[src/rtl/error_metrics_acc.sv]
// Approximate-arithmetic error-metric accumulator: counts error rate, ED sum/max and, with
// ERRMET_MRED_EN defined, the MRED numerator via a serial restoring divider.
module error_metrics_acc #(
  parameter int W      = 8,
  parameter int N_LOG2 = 16,
  parameter int FRAC   = 16
) (
  input  logic                       clk,
  input  logic                       rst_n,
  input  logic                       start,
  input  logic                       in_valid,
  output logic                       in_ready,
  input  logic [W-1:0]               approx,
  input  logic [W-1:0]               exact,
  output logic                       busy,
  output logic                       done,
  output logic [N_LOG2:0]            err_count,
  output logic [W+N_LOG2-1:0]        ed_sum,
  output logic [W-1:0]               ed_max,
  output logic [W+FRAC+N_LOG2-1:0]   red_sum
);

  localparam int CW  = N_LOG2 + 1;
  localparam int ESW = W + N_LOG2;
  localparam int QW  = W + FRAC;
  localparam int RSW = W + FRAC + N_LOG2;

  typedef enum logic [1:0] {IDLE, RUN, DIV, DONE} state_t;

  state_t            state;
  logic [N_LOG2-1:0] cnt;
  logic [W-1:0]      ed;
  logic              fire;
  logic              last;

  assign ed   = (approx >= exact) ? (approx - exact) : (exact - approx);
  assign fire = in_valid && in_ready;
  assign last = (cnt == {N_LOG2{1'b1}});

`ifdef ERRMET_MRED_EN
  localparam int IW = $clog2(QW);

  logic [QW-1:0] dvd;
  logic [QW-1:0] quo;
  logic [W-1:0]  rem;
  logic [W-1:0]  dvs;
  logic [IW-1:0] iter;
  logic          last_pend;
  logic [W:0]    rem_sh;
  logic          ge;
  logic [W-1:0]  rem_nx;
  logic [QW-1:0] quo_nx;

  // Remainder stays below the divisor, so W bits hold it; one extra bit covers the shift-in.
  always_comb begin
    rem_sh = {rem, dvd[QW-1]};
    ge     = (rem_sh >= {1'b0, dvs});
    rem_nx = ge ? W'(rem_sh - {1'b0, dvs}) : rem_sh[W-1:0];
    quo_nx = {quo[QW-2:0], ge};
  end
`else
  assign red_sum = '0;
`endif

  always_ff @(posedge clk) begin
    if (!rst_n) begin
      state     <= IDLE;
      cnt       <= '0;
      err_count <= '0;
      ed_sum    <= '0;
      ed_max    <= '0;
      busy      <= 1'b0;
      done      <= 1'b0;
      in_ready  <= 1'b0;
`ifdef ERRMET_MRED_EN
      red_sum   <= '0;
      dvd       <= '0;
      quo       <= '0;
      rem       <= '0;
      dvs       <= '0;
      iter      <= '0;
      last_pend <= 1'b0;
`endif
    end else begin
      case (state)
        IDLE, DONE: begin
          if (start) begin
            state     <= RUN;
            cnt       <= '0;
            err_count <= '0;
            ed_sum    <= '0;
            ed_max    <= '0;
            busy      <= 1'b1;
            done      <= 1'b0;
            in_ready  <= 1'b1;
`ifdef ERRMET_MRED_EN
            red_sum   <= '0;
`endif
          end
        end

        RUN: begin
          if (fire) begin
            cnt       <= cnt + N_LOG2'(1);
            err_count <= err_count + CW'(ed != '0);
            ed_sum    <= ed_sum + ESW'(ed);
            if (ed > ed_max) ed_max <= ed;
`ifdef ERRMET_MRED_EN
            // Zero-ED and zero-reference samples add nothing to red_sum, so they never stall.
            if (exact != '0 && ed != '0) begin
              state     <= DIV;
              in_ready  <= 1'b0;
              dvd       <= {ed, {FRAC{1'b0}}};
              dvs       <= exact;
              quo       <= '0;
              rem       <= '0;
              iter      <= '0;
              last_pend <= last;
            end else
`endif
            if (last) begin
              state    <= DONE;
              busy     <= 1'b0;
              done     <= 1'b1;
              in_ready <= 1'b0;
            end
          end
        end

`ifdef ERRMET_MRED_EN
        DIV: begin
          rem  <= rem_nx;
          quo  <= quo_nx;
          dvd  <= {dvd[QW-2:0], 1'b0};
          iter <= iter + IW'(1);
          if (iter == IW'(QW - 1)) begin
            red_sum <= red_sum + RSW'(quo_nx);
            if (last_pend) begin
              state <= DONE;
              busy  <= 1'b0;
              done  <= 1'b1;
            end else begin
              state    <= RUN;
              in_ready <= 1'b1;
            end
          end
        end
`endif

        default: begin
          state    <= IDLE;
          busy     <= 1'b0;
          done     <= 1'b0;
          in_ready <= 1'b0;
        end
      endcase
    end
  end

endmodule

[config.mk]
export PLATFORM = sky130hd
export DESIGN_NAME = error_metrics_acc
export DESIGN_NICKNAME = d
export VERILOG_FILES = /design/src/rtl/error_metrics_acc.sv
export SDC_FILE = /design/constraint.sdc
export NUM_CORES = 1
export LEC_CHECK = 0
export ABC_AREA = 0
export CAP_MARGIN = 10
export CORE_AREA = 5 5 94 113
export CTS_CLUSTER_DIAMETER = 40
export DETAILED_ROUTE_END_ITERATION = 6
export DIE_AREA = 0 0 99 118
export MAX_ROUTING_LAYER = met4
export PLACE_DENSITY = 0.86
export SLEW_MARGIN = 20
export SYNTH_ARGS = -nofsm -noshare
export SYNTH_HDL_FRONTEND = slang
export SYNTH_SLANG_ARGS = --single-unit
export TNS_END_PERCENT = 10
[constraint.sdc]
create_clock -name clk -period 5.2 [get_ports clk]
set_clock_uncertainty 0.15 [all_clocks]
set_input_delay 1.04 -clock clk [delete_from_list [all_inputs] [get_ports clk]]
set_output_delay 1.04 -clock clk [all_outputs]
set_load 0.01 [all_outputs]
## Word level (Yosys, flattened, before mapping)

Cells that the tools add are included.

| storage, ports and cells | value |
|---|---|
| flip-flop bits (word level) | 69 |
| bits of input ports | 20 |
| output and inout bits | 92 |
| word-level logic and storage cells | 55 |

| cells by class | value |
|---|---|
| add/sub/neg operators | 5 |
| $lt $le $gt $ge | 2 |
| equality and inequality tests | 7 |
| muxes and demuxes | 26 |
| reductions and logical operators | 8 |

Operators by type and width:

| cell | count |
|---|---|
| 24-bit two-way mux | 2 |
| 24-bit one-hot mux with 2 select lines | 1 |
| 17-bit two-way mux | 2 |
| 17-bit one-hot mux with 2 select lines | 1 |
| 16-bit two-way mux | 2 |
| 8-bit two-way mux | 4 |
| 16-bit one-hot mux with 2 select lines | 1 |
| 24-bit by 8-bit adder with 24-bit output | 1 |
| 17-bit by 1-bit adder with 17-bit output | 1 |
| 16-bit by 1-bit adder with 16-bit output, second input constant | 1 |
| 16-bit equality test, second input constant | 1 |
| 8-bit one-hot mux with 2 select lines | 1 |
| 8-bit subtractor | 2 |
| 8-bit greater-or-equal comparator | 1 |
| 8-bit greater-than comparator | 1 |
| 2-bit != test, second input constant | 4 |
| 8-bit nonzero test | 1 |
| 1-bit two-way mux | 6 |
| 2-bit two-way mux | 3 |
| 3-bit AND reduction | 2 |
| 1-bit one-hot mux with 2 select lines | 2 |
| 2-bit one-hot mux with 2 select lines | 1 |
| 4-bit AND reduction | 1 |
| 2-bit by 1-bit equality test with 1-bit output, second input constant | 1 |
| other kinds (5) | 5 |

## Longest topological paths before layout

| depth | value |
|---|---|
| depth in word-level cells | 6 |
| depth in mapped cells | 18 |
| gate-level depth less buffers | 17 |

## Worst setup path before layout

OpenSTA, ideal clock, no wires.

| timing | value |
|---|---|
| path type | input -> register |
| from | in approx[0] |
| to | reg ed_sum[21] |
| setup time | 132 ps |
| arrival time | 4447 ps |
| data required time | 4918 ps |
| path slack | 471 ps |
| cell stages on the path | 16 |
| path buffers | 1 |
| cells stage by stage | inv_1 ha_1 inv_1 fa_1 a211oi_1 o21ai_0 a21oi_1 mux2_2 ha_1 a21o_1 a21o_1 a2111o_1 a31oi_4 buf_4 or3_1 a21oi_1 |

| on the way | value |
|---|---|
| cells in the longest elaborated chain, start to end | 5 |
| elaborated cells on any way between the ends | 7 |
| classes of those cells | 3 x add/sub; 1 x order compare; 3 x mux |

Ends and longest elaborated chain:

| what | RTL line | RTL |
|---|---|---|
| start, declared | 13 | `input logic [W-1:0] approx,` |
| 8-bit subtractor / 8-bit greater-or-equal comparator (equally long branches) | 36 | `assign ed = (approx >= exact) ? (approx - exact) : (exact - approx);` |
| 8-bit two-way mux (*) | 36 |  |
| 24-bit by 8-bit adder with 24-bit output (*) | 106 | `ed_sum <= ed_sum + ESW'(ed);` |
| 24-bit two-way mux (*) | 103 | `if (fire) begin` |
| 24-bit one-hot mux with 2 select lines (*) | 85 | `case (state)` |
| end signal, assigned | 106 |  |
| end, declared | 18 | `output logic [W+N_LOG2-1:0] ed_sum,` |

Mark *: on every way between the ends. The rest lies on a longest branch, timed or not. The select of a mux whose other input is x is not followed.
A chain may end at the register's enable or synchronous reset.

## Final worst setup path

| timing | value |
|---|---|
| from | in approx[0] |
| to | reg ed_sum[17] |

Same word-level chain as after synthesis.

==> qor.txt <==
RUN STATUS
-------------------------------------------------------------------------------------
Run status                                                                  completed

YOSYS
-------------------------------------------------------------------------------------
Total of flip-flops plus latches after synthesis                                   68
Cell Area, Synth                                                          0.00468 mm2
Most used flip-flop cell after synthesis                                 sky130_fd_sc_hd__dfxtp_1
Post-synth EDFFs                                                                    0
Cell variety after synth                                                           59
Top post-synthesis cells by area                                         sky130_fd_sc_hd__dfxtp_1, sky130_fd_sc_hd__ha_1, sky130_fd_sc_hd__buf_4, sky130_fd_sc_hd__a21oi_1, sky130_fd_sc_hd__xor2_1
Post-Synthesis Cells                                                              570
Top cell type's share of synthesized area                                       29.1%
Post-Syn Area per Cell                                                       8.21 um2
Ys async rst share                                                                 0%
Number of warnings reported in the yosys synthesis log                              0
Library cell occupying the most area in the post-synthesis netlist       sky130_fd_sc_hd__dfxtp_1
Sequential share of the synthesized area                                        29.1%

STA
-------------------------------------------------------------------------------------
Period utilisation layout                                                       96.4%
Setup repair after global routing missed its margin                              true
Slew at the pin closest to its max-slew limit                                0.654 ns
Minimum period implied by the final worst setup slack                         5.01 ns
Rel. slew slack                                                                 56.4%
Number of hold-slack violations in the final timing report                          0
Top achievable clock speed                                                  0.200 GHz
# setup viols final                                                                 0
Number of max-slew violations in the final report                                   0

LAYOUT
-------------------------------------------------------------------------------------
Share of layout cells above drive strength 1                                    10.8%
Final antenna diode count                                                           0
Final layout net count                                                            715
Filler cell count in the final layout                                             779
Post-route cell area                                                      0.00587 mm2
Area growth from synthesis to layout                                            25.4%

CLOCK NETWORK
-------------------------------------------------------------------------------------
Insertion delay of the later-clocked pin in the worst-skew pair               0.34 ns
CTS Sinks                                                                          68
# H-tree levels                                                                     3
Maximum number of buffers from clock root to sink                                   2
Clock-pin slew on the worst setup and hold paths                              0.06 ns
Clk root buf                                                             sky130_fd_sc_hd__clkbuf_16
Total CTS buffers                                                                   9
Clock tree from TritonCTS                                                        done
CTS hold repair buffers                                                             0

MIN PATH
-------------------------------------------------------------------------------------
Class of the most critical hold timing path                                   reg2reg
Depth of the worst hold-timing path                                                 2

DIE
-------------------------------------------------------------------------------------
Number of ports placed on the die boundary                                        112
Standard-cell rows                                                                 39
Die extent in x                                                                 99 um
Starting density of the core                                                    49.7%
Core footprint                                                            0.00942 mm2
Die Footprint                                                              0.0117 mm2
DIE HEIGHT                                                                     118 um

PLACEMENT
-------------------------------------------------------------------------------------
Input/output buffers                                                               71
Post-placement cell area                                                  0.00547 mm2
DP Wirelength                                                                 9150 um
Final Wtd Congestion                                                            0.956

GRT
-------------------------------------------------------------------------------------
Wire length of the first global-routing pass                                 20000 um
Congestion Overflow GR                                                              0
Global Route Usage Sum                                                          21.1%
Number of antenna violations at the first check in global routing                   0
Pin count of the biggest net entering global routing                               30
Vias in the first global route                                                   4378

POWER
-------------------------------------------------------------------------------------
Power density over the cells                                               372 mW/mm2
Total Power                                                                   2.19 mW
Maximum VDD drop                                                           0.000186 V
Leakage                                                                       2.39 nW

CRITICAL PATH
-------------------------------------------------------------------------------------
Worst path required time                                                      5.31 ns
Arrival time at the worst endpoint                                            5.12 ns
Startpoint type of the worst setup path                                  primary input
Highest net fanout along the worst path                                            16
Number of cells on the worst reg-to-reg path                                        8
Setup crit end kind                                                          register
Critical path class                                                            in2reg

DRT
-------------------------------------------------------------------------------------
DR WL/cell                                                                    15.6 um
Number of vias per cell                                                          5.63
Count of unresolved DRC violations after routing                                    0
Iteration count of the initial detailed-routing pass                                5
Count of antenna-violating nets left after detailed routing                         0
Total length of routed wires                                                 12200 um
Overall via count from detail_route                                              4407
Count of routing violations after the opening detailed-route iteration            335

FLOW RUN
-------------------------------------------------------------------------------------
Max cap viols                                                                       0

## through the flow
| stage | TNS (ns) | worst slack, ns | hold slack, ns | std cells | utilization [%] |
|---|---|---|---|---|---|
| finish | 0 | 0.189 | 0.333 | 783 | 62.3 |
| global route | -0.0966 | -0.0319 | 0.357 | 783 | 62.3 |
| CTS | 0 | 0.138 | 0.334 | 782 | 61.8 |
| detailed placement | -2.84 | -0.184 | 0.322 | 766 | 58.1 |
| global placement | -0.319 | -0.0350 | 0.310 | 766 | 58.1 |
| floorplan | 0 | 0.471 | 0.299 | 609 | - |
## sequential cells by signal, summed over array words and instances (netlist names)
signal	count
ed_sum	24
err_count	17
cnt	16
ed_max	8
busy	1
done	1
state	1
## path summary, 6_finish.rpt
path | start | end | slack (ns)
worst min register to register | ed_sum[0]$_SDFFE_PN0P_ | ed_sum[0]$_SDFFE_PN0P_ | 0.33
worst max register to register | done$_SDFFE_PN0P_ | cnt[8]$_SDFFE_PN0P_ | 2.41
worst min-delay path | ed_sum[0]$_SDFFE_PN0P_ | ed_sum[0]$_SDFFE_PN0P_ | 0.33
worst max-delay path | approx[0] | ed_sum[17]$_SDFFE_PN0P_ | 0.19
## cell type report
class | instances | area (um2) | area share (%)
clock buffer | 9 | 225 | 3.84
clock inverter | 7 | 123 | 2.09
inverter | 34 | 128 | 2.17
multi-input combinational | 445 | 2960 | 50.5
sequential | 68 | 1360 | 23.2
tap | 123 | 154 | 2.62
timing repair buffer | 97 | 918 | 15.6
## synthesized netlist by cell type, types with 2 or more instances
cell                        n
sky130_fd_sc_hd__a211oi_1   5
sky130_fd_sc_hd__a21boi_0   2
sky130_fd_sc_hd__a21o_1    13
sky130_fd_sc_hd__a21oi_1   49
sky130_fd_sc_hd__a221oi_1   3
sky130_fd_sc_hd__a31o_2     3
sky130_fd_sc_hd__a31oi_1    3
sky130_fd_sc_hd__a41o_1     2
sky130_fd_sc_hd__and2_1     8
sky130_fd_sc_hd__and3_1     9
sky130_fd_sc_hd__and3b_1    2
sky130_fd_sc_hd__and4_1     7
sky130_fd_sc_hd__buf_2      2
sky130_fd_sc_hd__buf_4     42
sky130_fd_sc_hd__buf_6      2
sky130_fd_sc_hd__clkbuf_1  14
sky130_fd_sc_hd__clkbuf_2   2
sky130_fd_sc_hd__dfxtp_1   68
sky130_fd_sc_hd__fa_1       3
sky130_fd_sc_hd__ha_1      37
sky130_fd_sc_hd__inv_1     34
sky130_fd_sc_hd__mux2_2     3
sky130_fd_sc_hd__mux2i_1    4
sky130_fd_sc_hd__nand2_1   42
sky130_fd_sc_hd__nand2b_1   6
sky130_fd_sc_hd__nand3_1   29
sky130_fd_sc_hd__nand4_1   11
sky130_fd_sc_hd__nor2_1    37
sky130_fd_sc_hd__nor3_1     6
sky130_fd_sc_hd__nor4_1     2
sky130_fd_sc_hd__o211ai_1   6
sky130_fd_sc_hd__o21a_1     4
sky130_fd_sc_hd__o21ai_0   31
sky130_fd_sc_hd__o31ai_1    2
sky130_fd_sc_hd__or2_2      8
sky130_fd_sc_hd__or3_1     16
sky130_fd_sc_hd__xnor2_1    9
sky130_fd_sc_hd__xor2_1    23
## logic make-up (layout without fill, tap and decap cells)
kind of cell	count (synthesis)	in the layout	share of synthesized area, %
AOI/OAI and AO/OA	133	133	18.2
xor gates and xnor gates	32	32	5.99
adders and majority gates	40	40	11.2
buffers and inverters	96	147	11.5
DFF	68	68	29.1
muxes	7	7	1.58
other	1	40	0.0801
and+or+nand+nor	193	193	22.4
## where the power goes
part           total [mW]  leakage [nW]  switching, mW  internal [mW]
logic               0.868          1.68          0.520          0.349
registers           0.600         0.549         0.0419          0.559
clock network       0.717         0.163          0.246          0.472
## worst max-delay path, cell delays in order
cell,delay [ns]
sky130_fd_sc_hd__clkdlybuf4s50_1,0.48
sky130_fd_sc_hd__inv_1,0.05
sky130_fd_sc_hd__ha_1,0.19
sky130_fd_sc_hd__inv_1,0.08
sky130_fd_sc_hd__fa_1,0.22
sky130_fd_sc_hd__a211oi_2,0.10
sky130_fd_sc_hd__buf_4,0.15
sky130_fd_sc_hd__o21a_1,0.20
sky130_fd_sc_hd__o21ai_0,0.41
sky130_fd_sc_hd__a21oi_1,0.14
sky130_fd_sc_hd__or2_2,0.33
sky130_fd_sc_hd__ha_1,0.33
sky130_fd_sc_hd__a21o_1,0.19
sky130_fd_sc_hd__a2111o_1,0.48
sky130_fd_sc_hd__a31oi_4,0.39
sky130_fd_sc_hd__o21ai_0,0.18
sky130_fd_sc_hd__a21oi_1,0.14
## layer usage
metal	global-route usage (%)	part of all wire (%)	wire length (um)
met1	21.8	37	4560
met2	38.8	53	6510
met3	2.85	6.2	761
met4	9.65	3.0	366
met5	-	0	0
## timing repair
action	CTS	global route
setup buffers	0	1
setup endpoints to repair	0	30
resized for setup	0	6
hold endpoints to repair	0	0
## cells in the final DEF, fill, tap and decap left out, types with 25 or more instances in the layout
cell / instances
sky130_fd_sc_hd__nand2_1: 42
sky130_fd_sc_hd__a21oi_1: 48
sky130_fd_sc_hd__buf_4: 25
sky130_fd_sc_hd__nor2_1: 37
sky130_fd_sc_hd__conb_1: 40
sky130_fd_sc_hd__inv_1: 34
sky130_fd_sc_hd__o21ai_0: 31
sky130_fd_sc_hd__dfxtp_1: 68
sky130_fd_sc_hd__ha_1: 37
sky130_fd_sc_hd__clkdlybuf4s50_1: 71
sky130_fd_sc_hd__nand3_1: 28
(Power assumes the default switching activity.)
==> patch 1: new RTL, config.mk and constraints unchanged <==
Build with the macro `ERRMET_MRED_EN` defined.
--- a/src/rtl/error_metrics_acc.sv
+++ b/src/rtl/error_metrics_acc.sv
@@ -2,2 +2,4 @@
 // ERRMET_MRED_EN defined, the MRED numerator via a serial restoring divider.
+`define ERRMET_MRED_EN
+
 module error_metrics_acc #(
Behaviour: not the same (a bounded check fails within 4 cycles, from zero or initial values and one cycle with rst_n low).
==> patch 1 against the unedited design <==
The flow now stops in global placement without I/O (3_1_place_gp_skip_io); synthesized cell count up 110%; area after synthesis rose by 110%.
==> patch 1: results (changes against the unedited design) <==
Outcome -> did not finish
Failed at -> global placement without I/O (3_1_place_gp_skip_io)
Tool Error -> [ERROR GPL-0301] Utilization 116.243 % exceeds 100%.
Synth warnings -> 0 (unchanged)
Synth area leaders -> dfxtp_1 (34%), ha_1 (8.9%), nand3_1 (5.4%), nor2_1 (4.8%), a21oi_1 (4.1%)
FFs w/ async S/R, synth -> 0% (unchanged)
Post-synthesis sequential area ratio -> 33.64% (+4.6 points)
Post-synth top cells -> dfxtp_1 (163), nor2_1 (123), nand3_1 (105)
Syn Inst Count -> 1195 (+110%)
Synthesis-stage register bit count -> 163 (+140%)
Post-Syn Area per Cell -> 8.118 um^2 (-1.2%)
Syn nets -> 1289
Synth Flop Type -> dfxtp_1
Yosys cell types -> 68 (+15%)
==> patch 1: logic make-up after synthesis <==
| family | count (synthesis) | synth area share [%] |
|---|---|---|
| AOI/OAI and AO/OA | 315 | 21.20 |
| buffers and inverters | 123 | 5.056 |
| adders and majority gates | 74 | 9.932 |
| xor gates and xnor gates | 73 | 6.591 |
| muxes | 25 | 2.605 |
| and+or+nand+nor | 422 | 20.97 |
| DFF | 163 | 33.64 |
==> patch 2: new RTL, same settings <==
Without the edit above. Reset style: asynchronous (`rst_n`), changed in one clocked block.
--- a/src/rtl/error_metrics_acc.sv
+++ b/src/rtl/error_metrics_acc.sv
@@ -64,3 +64,3 @@
 
-  always_ff @(posedge clk) begin
+  always_ff @(posedge clk or negedge rst_n) begin
     if (!rst_n) begin
Check against the original RTL: differs if rst_n is asserted again (counterexample within 4 cycles, from zero or initial values and one cycle with rst_n low); with rst_n held inactive, the same outputs for 4 cycles.
==> patch 2 against the unedited design <==
Clock power shrank 7.3%; final cell count shrank 5.4%; critical path depth grew 5; routed wire length shrank 9.0%; setup slack gained 0.012 ns; area after synthesis is the same; register-to-register slack lost 0.33 ns; via count shrank 9.8%; maximum frequency grew 0.23%; sequential cell count is the same; total power grew 17%; combinational power grew 31%; cell area grew 0.11%.
==> patch 2: results (changes against the unedited design) <==
Post-synthesis sequential area ratio -> 36.34% (+7.3 points)
Met3 WL -> 606 um (-20%)
Initial drt markers -> 164 (-51%)
Routed wl met2 -> 5742 um (-12%)
FFs w/ async S/R, synth -> 100.0% (+100 points)
Maximum clock frequency -> 0.2000 GHz (+0.23%)
Post-DP HPWL -> 8299 um (-9.3%)
First-pass GRT wire length -> 18910 um (-5.3%)
Vias -> 3975 (-9.8%)
Synth Flop Type -> dfrtp_1
Crit path max-delay family -> simple AND/OR/NAND/NOR gates
# nets final -> 673 (-5.9%)
Worst path max stage delay -> 0.42 ns (-0.06 ns)
Hold EP -> state[0]
GR Layer Usage met3 -> 3.912% (+1.1 points)
Pleak -> 2.795 nW (+17%)
Outcome -> finished clean
Setup slack, reg-to-reg -> 2.08 ns (-0.33 ns)
Placed Instance Area -> 0.005532 mm^2 (+1.1%)
Multiplexer share of the synthesized area -> 1.924% (+0.35 points)
Post-Synth XOR/XNOR Area -> 7.296% (+1.3 points)
Final hold slack -> 0.3779 ns (+0.04514 ns)
Synth area leaders -> dfrtp_1 (36%), ha_1 (9.9%), buf_4 (6.6%), xor2_1 (5.2%), o21ai_0 (4.2%)
CP max FO -> 8 (-8)
Syn Inst Count -> 518 (-9.1%)
GR Layer Usage met2 -> 34.83% (-3.9 points)
Crit path to -> err_count[16]
Met1 Wirelength -> 4498 um (-1.3%)
Layout cell share with drive strength beyond 1 -> 9.709% (-1.0 points)
Detailed Route WL -> 11100 um (-9.0%)
Critical R2R Capture -> ed_sum[4]
Vias in the first global route -> 4099 (-6.4%)
Critical R2R Launch -> done
Yosys cell types -> 50 (-15%)
Post-synth top cells -> dfrtp_1 (68), buf_4 (41), nand2_1 (40), nor2_1 (40)
Slew margin rel. -> 27.56% (-29 points)
-- patch 2: cell count changes after synthesis, moves of 6 or more --
| cell | change |
|---|---|
| dfrtp_1 | +68 |
| a22o_1 | +10 |
| nand3_1 | -11 |
| and2_1 | -8 |
| and3_1 | +6 |
| clkbuf_1 | -9 |
| o21ai_0 | +8 |
| a21oi_1 | -20 |
| o2bb2ai_1 | +8 |
| or3_1 | -10 |
| dfxtp_1 | -68 |
| or2_2 | -6 |
-- patch 2: timing repair --
item,in CTS,in global routing
hold buffers,0,0
setup endpoints to repair,0,10
buffers inserted,0,0
gates resized for setup,0,4
-- patch 2: report_power, final --
| group | switching [mW] | internal, mW |
|---|---|---|
| sequential | 0.116 | 0.634 |
| clock | 0.234 | 0.431 |
| combinational | 0.624 | 0.517 |
-- patch 2: layout make-up --
cell class              instances  area (um^2)
clock buffers                  10        239.0
flip-flops and latches         68         1702
inverters                      40        150.1
clock inverters                 6        87.58
multi-input cells             394         2623
fillers                       774         3540
repair buffers                100        923.4
well taps                     123        153.9
